[src/rtl/spi_txn_scheduler.sv]
// spi_txn_scheduler
//   Shares one byte-level SPI engine between NUM_REQ requesters. Requests are
//   granted round-robin. Each transaction is framed as a command byte
//   (0x0A write / 0x0B read), an address byte, then 1..MAX_LEN data bytes,
//   all inside one cs_n low window. Read data is returned to the granted
//   requester with a one-cycle rsp_valid pulse.
// Ports
//   clk, rst                 clock, asynchronous active-high reset
//   req_valid/req_ready      per-requester request / one-hot accept pulse
//   req_rw/addr/len/wdata    per-requester transaction fields (sliced by index)
//   eng_tx_valid/ready/byte  byte offered to the SPI engine (valid/ready)
//   eng_rx_valid/byte        received byte for the last accepted tx byte
//   cs_n                     chip select, active low
//   rsp_valid/id/rdata       completion pulse, requester index, read bytes
module spi_txn_scheduler #(
    parameter int NUM_REQ      = 2,
    parameter int MAX_LEN      = 4,
    parameter int CS_SETUP_CYC = 1,
    parameter int CS_GAP_CYC   = 2,
    localparam int ID_W        = (NUM_REQ > 1) ? $clog2(NUM_REQ) : 1
) (
    input  logic                         clk,
    input  logic                         rst,
    input  logic [NUM_REQ-1:0]           req_valid,
    output logic [NUM_REQ-1:0]           req_ready,
    input  logic [NUM_REQ-1:0]           req_rw,
    input  logic [8*NUM_REQ-1:0]         req_addr,
    input  logic [4*NUM_REQ-1:0]         req_len,
    input  logic [8*MAX_LEN*NUM_REQ-1:0] req_wdata,
    output logic                         eng_tx_valid,
    input  logic                         eng_tx_ready,
    output logic [7:0]                   eng_tx_byte,
    input  logic                         eng_rx_valid,
    input  logic [7:0]                   eng_rx_byte,
    output logic                         cs_n,
    output logic                         rsp_valid,
    output logic [ID_W-1:0]              rsp_id,
    output logic [8*MAX_LEN-1:0]         rsp_rdata
);
    localparam int IDX_W   = (MAX_LEN > 1) ? $clog2(MAX_LEN) : 1;
    localparam int CNT_MAX = (CS_SETUP_CYC > CS_GAP_CYC) ? CS_SETUP_CYC : CS_GAP_CYC;
    localparam int CNT_W   = $clog2(CNT_MAX + 1);

    typedef enum logic [2:0] {S_IDLE, S_SETUP, S_CMD, S_ADDR, S_DATA, S_GAP} state_e;

    state_e           state_q, state_d;
    logic [CNT_W-1:0] cnt_q, cnt_d;
    logic             wait_rx_q, wait_rx_d;   // one byte outstanding at the engine
    logic [IDX_W-1:0] idx_q, idx_d;           // current data byte
    logic [IDX_W-1:0] last_q, last_d;         // index of final data byte (clamped)
    logic             rw_q, rw_d;
    logic [7:0]       addr_q, addr_d;
    logic [7:0]       wdata_q [MAX_LEN];
    logic [7:0]       wdata_d [MAX_LEN];
    logic [7:0]       rdata_q [MAX_LEN];
    logic [7:0]       rdata_d [MAX_LEN];
    logic [ID_W-1:0]  id_q, id_d;
    logic [ID_W-1:0]  rr_q, rr_d;
    logic             rsp_valid_q, rsp_valid_d;

    // Unpacked per-requester views of the flat request buses.
    logic [7:0] addr_a  [NUM_REQ];
    logic [3:0] len_a   [NUM_REQ];
    logic [7:0] wbyte_a [NUM_REQ][MAX_LEN];

    generate
        for (genvar gi = 0; gi < NUM_REQ; gi++) begin : g_req
            assign addr_a[gi] = req_addr[8*gi +: 8];
            assign len_a[gi]  = req_len[4*gi +: 4];
            for (genvar gj = 0; gj < MAX_LEN; gj++) begin : g_byte
                assign wbyte_a[gi][gj] = req_wdata[8*(gi*MAX_LEN+gj) +: 8];
            end
        end
        for (genvar gi = 0; gi < MAX_LEN; gi++) begin : g_rsp
            assign rsp_rdata[8*gi +: 8] = rdata_q[gi];
        end
    endgenerate

    assign rsp_valid = rsp_valid_q;
    assign rsp_id    = id_q;

    // Round-robin pick: first valid index at or after rr_q, wrapping.
    logic            gnt_found;
    logic [ID_W-1:0] gnt_idx;
    logic [ID_W-1:0] cand;

    always_comb begin
        gnt_found = 1'b0;
        gnt_idx   = rr_q;
        cand      = rr_q;
        for (int k = 0; k < NUM_REQ; k++) begin
            if (!gnt_found && req_valid[cand]) begin
                gnt_found = 1'b1;
                gnt_idx   = cand;
            end
            cand = (cand == ID_W'(NUM_REQ - 1)) ? '0 : cand + 1'b1;
        end
    end

    // State register
    always_ff @(posedge clk or posedge rst) begin
        if (rst) begin
            state_q     <= S_IDLE;
            cnt_q       <= '0;
            wait_rx_q   <= 1'b0;
            idx_q       <= '0;
            last_q      <= '0;
            rw_q        <= 1'b0;
            addr_q      <= 8'h00;
            id_q        <= '0;
            rr_q        <= '0;
            rsp_valid_q <= 1'b0;
            for (int j = 0; j < MAX_LEN; j++) begin
                wdata_q[j] <= 8'h00;
                rdata_q[j] <= 8'h00;
            end
        end else begin
            state_q     <= state_d;
            cnt_q       <= cnt_d;
            wait_rx_q   <= wait_rx_d;
            idx_q       <= idx_d;
            last_q      <= last_d;
            rw_q        <= rw_d;
            addr_q      <= addr_d;
            id_q        <= id_d;
            rr_q        <= rr_d;
            rsp_valid_q <= rsp_valid_d;
            for (int j = 0; j < MAX_LEN; j++) begin
                wdata_q[j] <= wdata_d[j];
                rdata_q[j] <= rdata_d[j];
            end
        end
    end

    // Next-state and datapath
    always_comb begin
        state_d     = state_q;
        cnt_d       = cnt_q;
        wait_rx_d   = wait_rx_q;
        idx_d       = idx_q;
        last_d      = last_q;
        rw_d        = rw_q;
        addr_d      = addr_q;
        id_d        = id_q;
        rr_d        = rr_q;
        rsp_valid_d = 1'b0;
        for (int j = 0; j < MAX_LEN; j++) begin
            wdata_d[j] = wdata_q[j];
            rdata_d[j] = rdata_q[j];
        end

        case (state_q)
            S_IDLE: begin
                if (gnt_found) begin
                    state_d = S_SETUP;
                    cnt_d   = '0;
                    id_d    = gnt_idx;
                    rw_d    = req_rw[gnt_idx];
                    addr_d  = addr_a[gnt_idx];
                    for (int j = 0; j < MAX_LEN; j++) begin
                        wdata_d[j] = wbyte_a[gnt_idx][j];
                        rdata_d[j] = 8'h00;
                    end
                    // len 0 behaves as 1; anything above MAX_LEN is clamped
                    if (len_a[gnt_idx] == 4'd0)
                        last_d = '0;
                    else if (int'(len_a[gnt_idx]) > MAX_LEN)
                        last_d = IDX_W'(MAX_LEN - 1);
                    else
                        last_d = IDX_W'(int'(len_a[gnt_idx]) - 1);
                    rr_d = (gnt_idx == ID_W'(NUM_REQ - 1)) ? '0 : gnt_idx + 1'b1;
                end
            end
            S_SETUP: begin
                if (cnt_q == CNT_W'(CS_SETUP_CYC - 1)) begin
                    state_d   = S_CMD;
                    wait_rx_d = 1'b0;
                end else begin
                    cnt_d = cnt_q + 1'b1;
                end
            end
            S_CMD, S_ADDR, S_DATA: begin
                if (!wait_rx_q) begin
                    if (eng_tx_ready) wait_rx_d = 1'b1;
                end else if (eng_rx_valid) begin
                    wait_rx_d = 1'b0;
                    case (state_q)
                        S_CMD:  state_d = S_ADDR;
                        S_ADDR: begin
                            state_d = S_DATA;
                            idx_d   = '0;
                        end
                        default: begin
                            if (rw_q) rdata_d[idx_q] = eng_rx_byte;
                            if (idx_q == last_q) begin
                                state_d     = S_GAP;
                                cnt_d       = '0;
                                rsp_valid_d = 1'b1;
                            end else begin
                                idx_d = idx_q + 1'b1;
                            end
                        end
                    endcase
                end
            end
            S_GAP: begin
                // The rsp_valid cycle is the first gap cycle.
                if (cnt_q == CNT_W'(CS_GAP_CYC - 1))
                    state_d = S_IDLE;
                else
                    cnt_d = cnt_q + 1'b1;
            end
            default: state_d = S_IDLE;
        endcase
    end

    // Outputs
    always_comb begin
        cs_n         = 1'b1;
        eng_tx_valid = 1'b0;
        eng_tx_byte  = 8'h00;
        req_ready    = '0;
        case (state_q)
            S_IDLE: begin
                // gated by rst so no accept pulse can appear while held in reset
                if (gnt_found && !rst) req_ready[gnt_idx] = 1'b1;
            end
            S_SETUP: cs_n = 1'b0;
            S_CMD: begin
                cs_n         = 1'b0;
                eng_tx_valid = !wait_rx_q;
                eng_tx_byte  = rw_q ? 8'h0B : 8'h0A;
            end
            S_ADDR: begin
                cs_n         = 1'b0;
                eng_tx_valid = !wait_rx_q;
                eng_tx_byte  = addr_q;
            end
            S_DATA: begin
                cs_n         = 1'b0;
                eng_tx_valid = !wait_rx_q;
                eng_tx_byte  = rw_q ? 8'h00 : wdata_q[idx_q];
            end
            default: ;
        endcase
    end
endmodule

[config.mk]
export PLATFORM = sky130hd
export DESIGN_NAME = spi_txn_scheduler
export DESIGN_NICKNAME = d
export VERILOG_FILES = /design/src/rtl/spi_txn_scheduler.sv
export SDC_FILE = /design/constraint.sdc
export NUM_CORES = 1
export LEC_CHECK = 0
export CAP_MARGIN = 5
export CORE_ASPECT_RATIO = 0.7
export CORE_MARGIN = 8
export CORE_UTILIZATION = 23
export DETAILED_ROUTE_END_ITERATION = 7
export DONT_BUFFER_PORTS = 1
export GPL_TIMING_DRIVEN = 0
export HOLD_SLACK_MARGIN = 0.08
export SLEW_MARGIN = 25
export SYNTH_ARGS = -nofsm -noshare
export SYNTH_HDL_FRONTEND = slang
export SYNTH_SLANG_ARGS = --single-unit
export TNS_END_PERCENT = 100
[constraint.sdc]
create_clock -name clk -period 6.8 [get_ports clk]
set_clock_uncertainty 0.1 [all_clocks]
set_input_delay 0 -clock clk [delete_from_list [all_inputs] [get_ports clk]]
set_output_delay 0 -clock clk [all_outputs]
set_load 0.02 [all_outputs]
; ---- Word level (Yosys, flattened, before mapping)
; Cells that the tools add are included.
; Widths: inputs -> output; s select.
[word_totals]
ff_bits = 86
output_inout_bits = 46
wordCells = 146
[classes]
addsub = 5
magnitude_cmp = 8
eq_ne = 19
n_mux = 71
bitwise = 3
reduce_logical = 22
[ops]
columns = operator, count
row1 = $mux 32, 8
row2 = $pmux 32 s2, 1
row3 = $mux 8, 7
row4 = $bwmux 32, 1
row5 = $mux 1, 24
row6 = $mux 2, 12
row7 = $pmux 8 s3, 1
row8 = $mux 3, 6
row9 = $bmux 8 s2, 1
row10 = $demux 8 s2, 1
row11 = $mux 4, 3
row12 = $ne 2x2->1 const B, 6
row13 = $pmux 3 s4, 1
row14 = $reduce_and 6->1, 2
row15 = $ne 2x1->1 const B, 5
row16 = $pmux 2 s4, 1
row17 = $reduce_and 8->1, 1
row18 = $eq 3x2->1 const B, 2
row19 = $eq 3x3->1 const B, 2
row20 = $lt 1x2->1 const B, 3
row21 = $pmux 3 s2, 1
row22 = $reduce_and 5->1, 1
row23 = $add 2x1->2 const B, 2
row24 = $gt 4x3->1 const B, 1
row25 = other kinds (27), 35

; ---- Depth between registers and ports, before layout
[logic_depth]
word_depth = 13
mapped_depth = 10

; ---- Worst setup path before layout
; OpenSTA, ideal clock, no wires.
[synth_timing]
kind = flip-flop to flip-flop
from = register rr_q
to = register last_q[0]
setup_ps = 83
arrival_time_ps = 1773
setup_slack_ps = 4844
stages_incl_launch_ff = 10
n_path_buf = 2
path_cell_list = dfrtp_1 a21oi_1 buf_4 buf_6 mux2i_1 ha_1 maj3_1 nand2_1 o22ai_1 o21ai_0
[synth_between]
elab_chain_len = 13
elab_cells_between_ends = 21
[synth_rtl]
columns = item, line_no
row1 = start: declaration, 58  ; logic [ID_W-1:0] rr_q, rr_d;
row2 = start signal: assignment, 126  ; rr_q <= rr_d;
row3 = $add 1x1->1 / $mux 1 (equally long branches), "96, 92"
row4 = "$mux 1, on equally long branches", "96, 92"
row5 = $mux 1 (not written as such), 92  ; if (!gnt_found && req_valid[cand]) begin
row6 = $mux 1 (not written as such) / $logic_not 1->1 (equally long branches), 92
row7 = $logic_and 1x1->1, 92
row8 = $mux 1, 92
row9 = $not 1->2 (not written as such), "165, 167, 170"
row10 = $mux 4 (not written as such) (3 in a row), 170  ; last_d = IDX_W'(int'(len_a[gnt_idx]) - 1);
row11 = $gt 4x3->1 / $sub 2x1->2 (equally long branches), "167, 170"
row12 = $mux 2, 167  ; else if (int'(len_a[gnt_idx]) > MAX_LEN)
row13 = $mux 2, 165  ; if (len_a[gnt_idx] == 4'd0)
row14 = end signal: assignment, 122  ; last_q <= last_d;
row15 = end: declaration, 50  ; logic [IDX_W-1:0] last_q, last_d;
; Several ways; a longest one is shown, not always the timed one. The select of a mux whose other input is x is not followed.
; A chain may end at the register's enable or synchronous reset.

; ---- Worst setup path after layout
[layout_timing]
from = input port req_valid[1]
to = register last_q[1]
[layout_between]
elab_chain_len = 13
elab_cells_between_ends = 19
[layout_rtl]
columns = item, line_no
row1 = start: declaration, 24  ; input logic [NUM_REQ-1:0] req_valid,
row2 = $mux 1 (not written as such) (2 in a row), 92
row3 = $mux 1, 92
row4 = $logic_not 1->1, 92
row5 = $logic_and 1x1->1, 92
row6 = $mux 1, 92
row7 = $not 1->2 (not written as such), "165, 167, 170"
row8 = $mux 4 (not written as such) (3 in a row), 170
row9 = $gt 4x3->1 / $sub 2x1->2 (equally long branches), "167, 170"
row10 = $mux 2, 167
row11 = $mux 2, 165
; Several ways; a longest one is shown, not always the timed one. The select of a mux whose other input is x is not followed.

==> impl_metrics.csv <==
group,metric,value,unit
floorplanning,core_area,18800,sq um
clock_network,holdBufCountCts,100,
routing,ant_nets,0,
routing,drtPass1Iterations,4,
clock_network,cts-root-buf,"clkbuf_16",
clock_network,cts_resized,0,
clock_network,clk_pin_slew_worst_paths,0.07,ns
pwr,peakVddDrop,138,uV
placement,hpwl,11.0,mm
timing,tightest_slew,0.742,ns
clock_network,cts_setup_buffers,0,
floorplanning,row_count,42,
routing,drcViolationCount,0,
clock_network,cts_buffers,9,
grt,track_usage,12.7,%
yosys,ys_seq_area_share,48.9,%
timing,final_max_slew_viol_count,0,
grt,overflow,0,
yosys,synth_warnings,0,
run,maxCapViolCount,0,
yosys,syn-num-nets,511,
placement,place_worst_setup_slack,4.47,ns
worst_setup_path,crit_type,"input pin to flop",
timing,rsz0062_at_grt,"no",
worst_setup_path,cp.arrival,3.46,ns
timing,worst_slack,3.52,ns
clock_network,clock_latency,0.34,ns
routing,met1_length,6.69,mm
yosys,ys_ff_latch,86,
routing,wl_met3,1.01,mm
grt,grt_pass1_vias,4151,
layout,num-fill-cells,1915,
routing,top_layer_used,"met4",
routing,wl_per_cell,19.8,microns
hold_path,hp-class,"input pin to flop",
floorplanning,die_y,132,microns
outcome,status,"finished clean",
timing,max_slew_margin,50.0,%
pwr,leakagePower,2.67,nW
floorplanning,boundaryPins,150,
worst_setup_path,critPathMaxFanout,10,
grt,grt_pass1_wl,23.8,mm
yosys,synth_edf_count,0,
yosys,synthesis.area,4400,sq um
floorplanning,die_x,181,microns
grt,antenna_found_initial,0,
worst_setup_path,end_kind,"flop",
worst_setup_path,required,6.98,ns
floorplanning,start_util,23.4,%
clock_network,clk_path_buf_depth,2,
routing,vias,3626,
timing,setup_violations,0,
routing,drt_iter0_drc,198,
layout,area_growth,37.3,%
layout,layout.nets,623,
worst_setup_path,start_kind,"input pin",
yosys,synthArstFlopShare,100,%
grt,grt_max_degree,47,
timing,period_minus_slack,3.28,ns
routing,viasPerCell,4.78,
clock_network,tritoncts,"built",
timing,hold_viol_final,0,
worst_setup_path,r2r_cells,10,
placement,io_buffers,0,
routing,route.final.wire_length,15.1,mm
layout,drive_gt1_share,10.4,%
routing,route.met2.wl,7.29,mm
timing,finalCritPeriodShare,48.3,%
pwr,power_density,374,nW/um^2
yosys,synth_ff_type,"dfrtp_1",
timing,hold_slack,0.111,ns
clock_network,clock_sinks,86,
layout,final_core_util,32.1,%
floorplanning,die_area,23900,sq um
pwr,p_total,2.26,mW
timing,fmax,305,MHz
hold_path,worstHoldPathCells,3,
yosys,synthDistinctLibCells,43,
placement,globalplace.congestion,0.831,
yosys,syn-instance-count,400,
clock_network,htree_levels,3,
layout,num_antenna_cells,0,
yosys,syn_area_per_cell,11.0,sq um
timing,fin_tns_setup,0,ns
## layout by cell type (no fill, tap or decap), types with 2 or more instances in the layout
master and n:
ha_1 7, buf_6 5, nor2_4 5, nor3_1 3
o21ai_2 4, a22o_1 37, nand3_1 2, o21ai_0 26
clkbuf_1 8, nand2_1 58, inv_1 16, mux2i_1 47
a21oi_1 9, nor2_1 10, mux4_2 8, nand2b_1 2
maj3_1 2, o21a_1 2, dfrtp_1 86, clkbuf_16 9
a31oi_1 3, o21ai_1 24, o221ai_1 2, a311oi_1 2
inv_6 2, buf_4 2, dlygate4sd3_1 100, o22ai_1 4
buf_2 4, xnor2_1 4, a21o_1 2
## stage by stage
step	instance area, sq um	cells
final	6040	759
after global routing	6040	759
after CTS	6040	759
after detailed placement	4730	643
after global placement	4700	642
after floorplan	4400	400
## kinds of logic (layout without fill, tap and decap cells)
kind of cell	after synthesis	count (layout)	share of synthesized area [%]
simple gates	87	87	9.62
mux	55	55	14.8
compound gates	121	121	18.8
buf+inv	38	155	4.64
xor+xnor	4	4	0.797
fa+ha+maj	9	9	2.45
flops	86	86	48.9
## per-layer routing
metal	vias up	global-route usage [%]
li1	1678	-
met5	-	0
met4	0	2.32
met3	8	4.16
met1	1807	16.0
met2	133	21.2
## final timing paths
check	startpoint	endpoint	slack [ns]
hold reg to reg	wdata_q[0]	wdata_q[0]	0.38
setup reg to reg	rr_q	last_q[1]	3.57
max in group asynchronous	rst	rsp_rdata[11]	5.86
min in group asynchronous	rst	rsp_id	0.12
hold / removal	req_valid[1]	rr_q	0.11
setup / recovery	req_valid[1]	last_q[1]	3.52
## worst max-delay path, cell delays in order
cell           delay (ns)
dlygate4sd3_1        0.58
nand2b_1             0.22
a21oi_1              0.17
buf_4                0.25
buf_6                0.21
mux2i_1              0.10
ha_1                 0.24
o211ai_1             0.19
o221ai_1             0.14
dlygate4sd3_1        0.60
a32oi_1              0.18
dlygate4sd3_1        0.57
## sequential cells by signal, indices dropped and copies added (netlist names)
signal	flops
cnt_q	2
rsp_valid	1
idx_q	2
addr_q	8
state_q	3
rsp_id	1
wdata_q	32
wait_rx_q	1
last_q	2
rsp_rdata	32
rr_q	1
rw_q	1
## layout make-up
type	instances	area [sq um]	share of cell area, %
flip-flops and latches	86	2150	35.6
multi-input cells	276	2040	33.8
repair buffers	101	1030	17.0
well taps	242	303	5.02
clock buffers	9	225	3.73
plain buffers	21	140	2.32
clock inverters	7	80.1	1.33
inverters	17	66.3	1.10
## Yosys cell counts (all sizes together), types with 2 or more instances
| master | instances | area (sq um) |
|---|---|---|
| a31oi | 4 | 40.0 |
| mux4 | 8 | 180 |
| o221ai | 2 | 17.5 |
| a21oi | 9 | 45.0 |
| a21o | 2 | 15.0 |
| buf | 13 | 110 |
| dfrtp | 86 | 2150 |
| o22ai | 4 | 25.0 |
| o21ai | 54 | 285 |
| clkbuf | 8 | 30.0 |
| nor2b | 2 | 15.0 |
| inv | 17 | 63.8 |
| maj3 | 2 | 20.0 |
| nand3 | 2 | 10.0 |
| nand2 | 58 | 218 |
| mux2i | 47 | 470 |
| a22o | 37 | 324 |
| nand4 | 2 | 27.5 |
| xnor2 | 4 | 35.0 |
| a311oi | 2 | 17.5 |
| nor2 | 16 | 100 |
| o21a | 2 | 15.0 |
| nand2b | 2 | 12.5 |
| ha | 7 | 87.6 |
| nor3 | 4 | 31.3 |
## power by group
part | switching, mW | leakage, nW | internal, mW
clock network | 0.222 | 0.148 | 0.290
registers | 0.111 | 1.12 | 0.663
logic | 0.558 | 1.41 | 0.416
(Power assumes the default switching activity.)
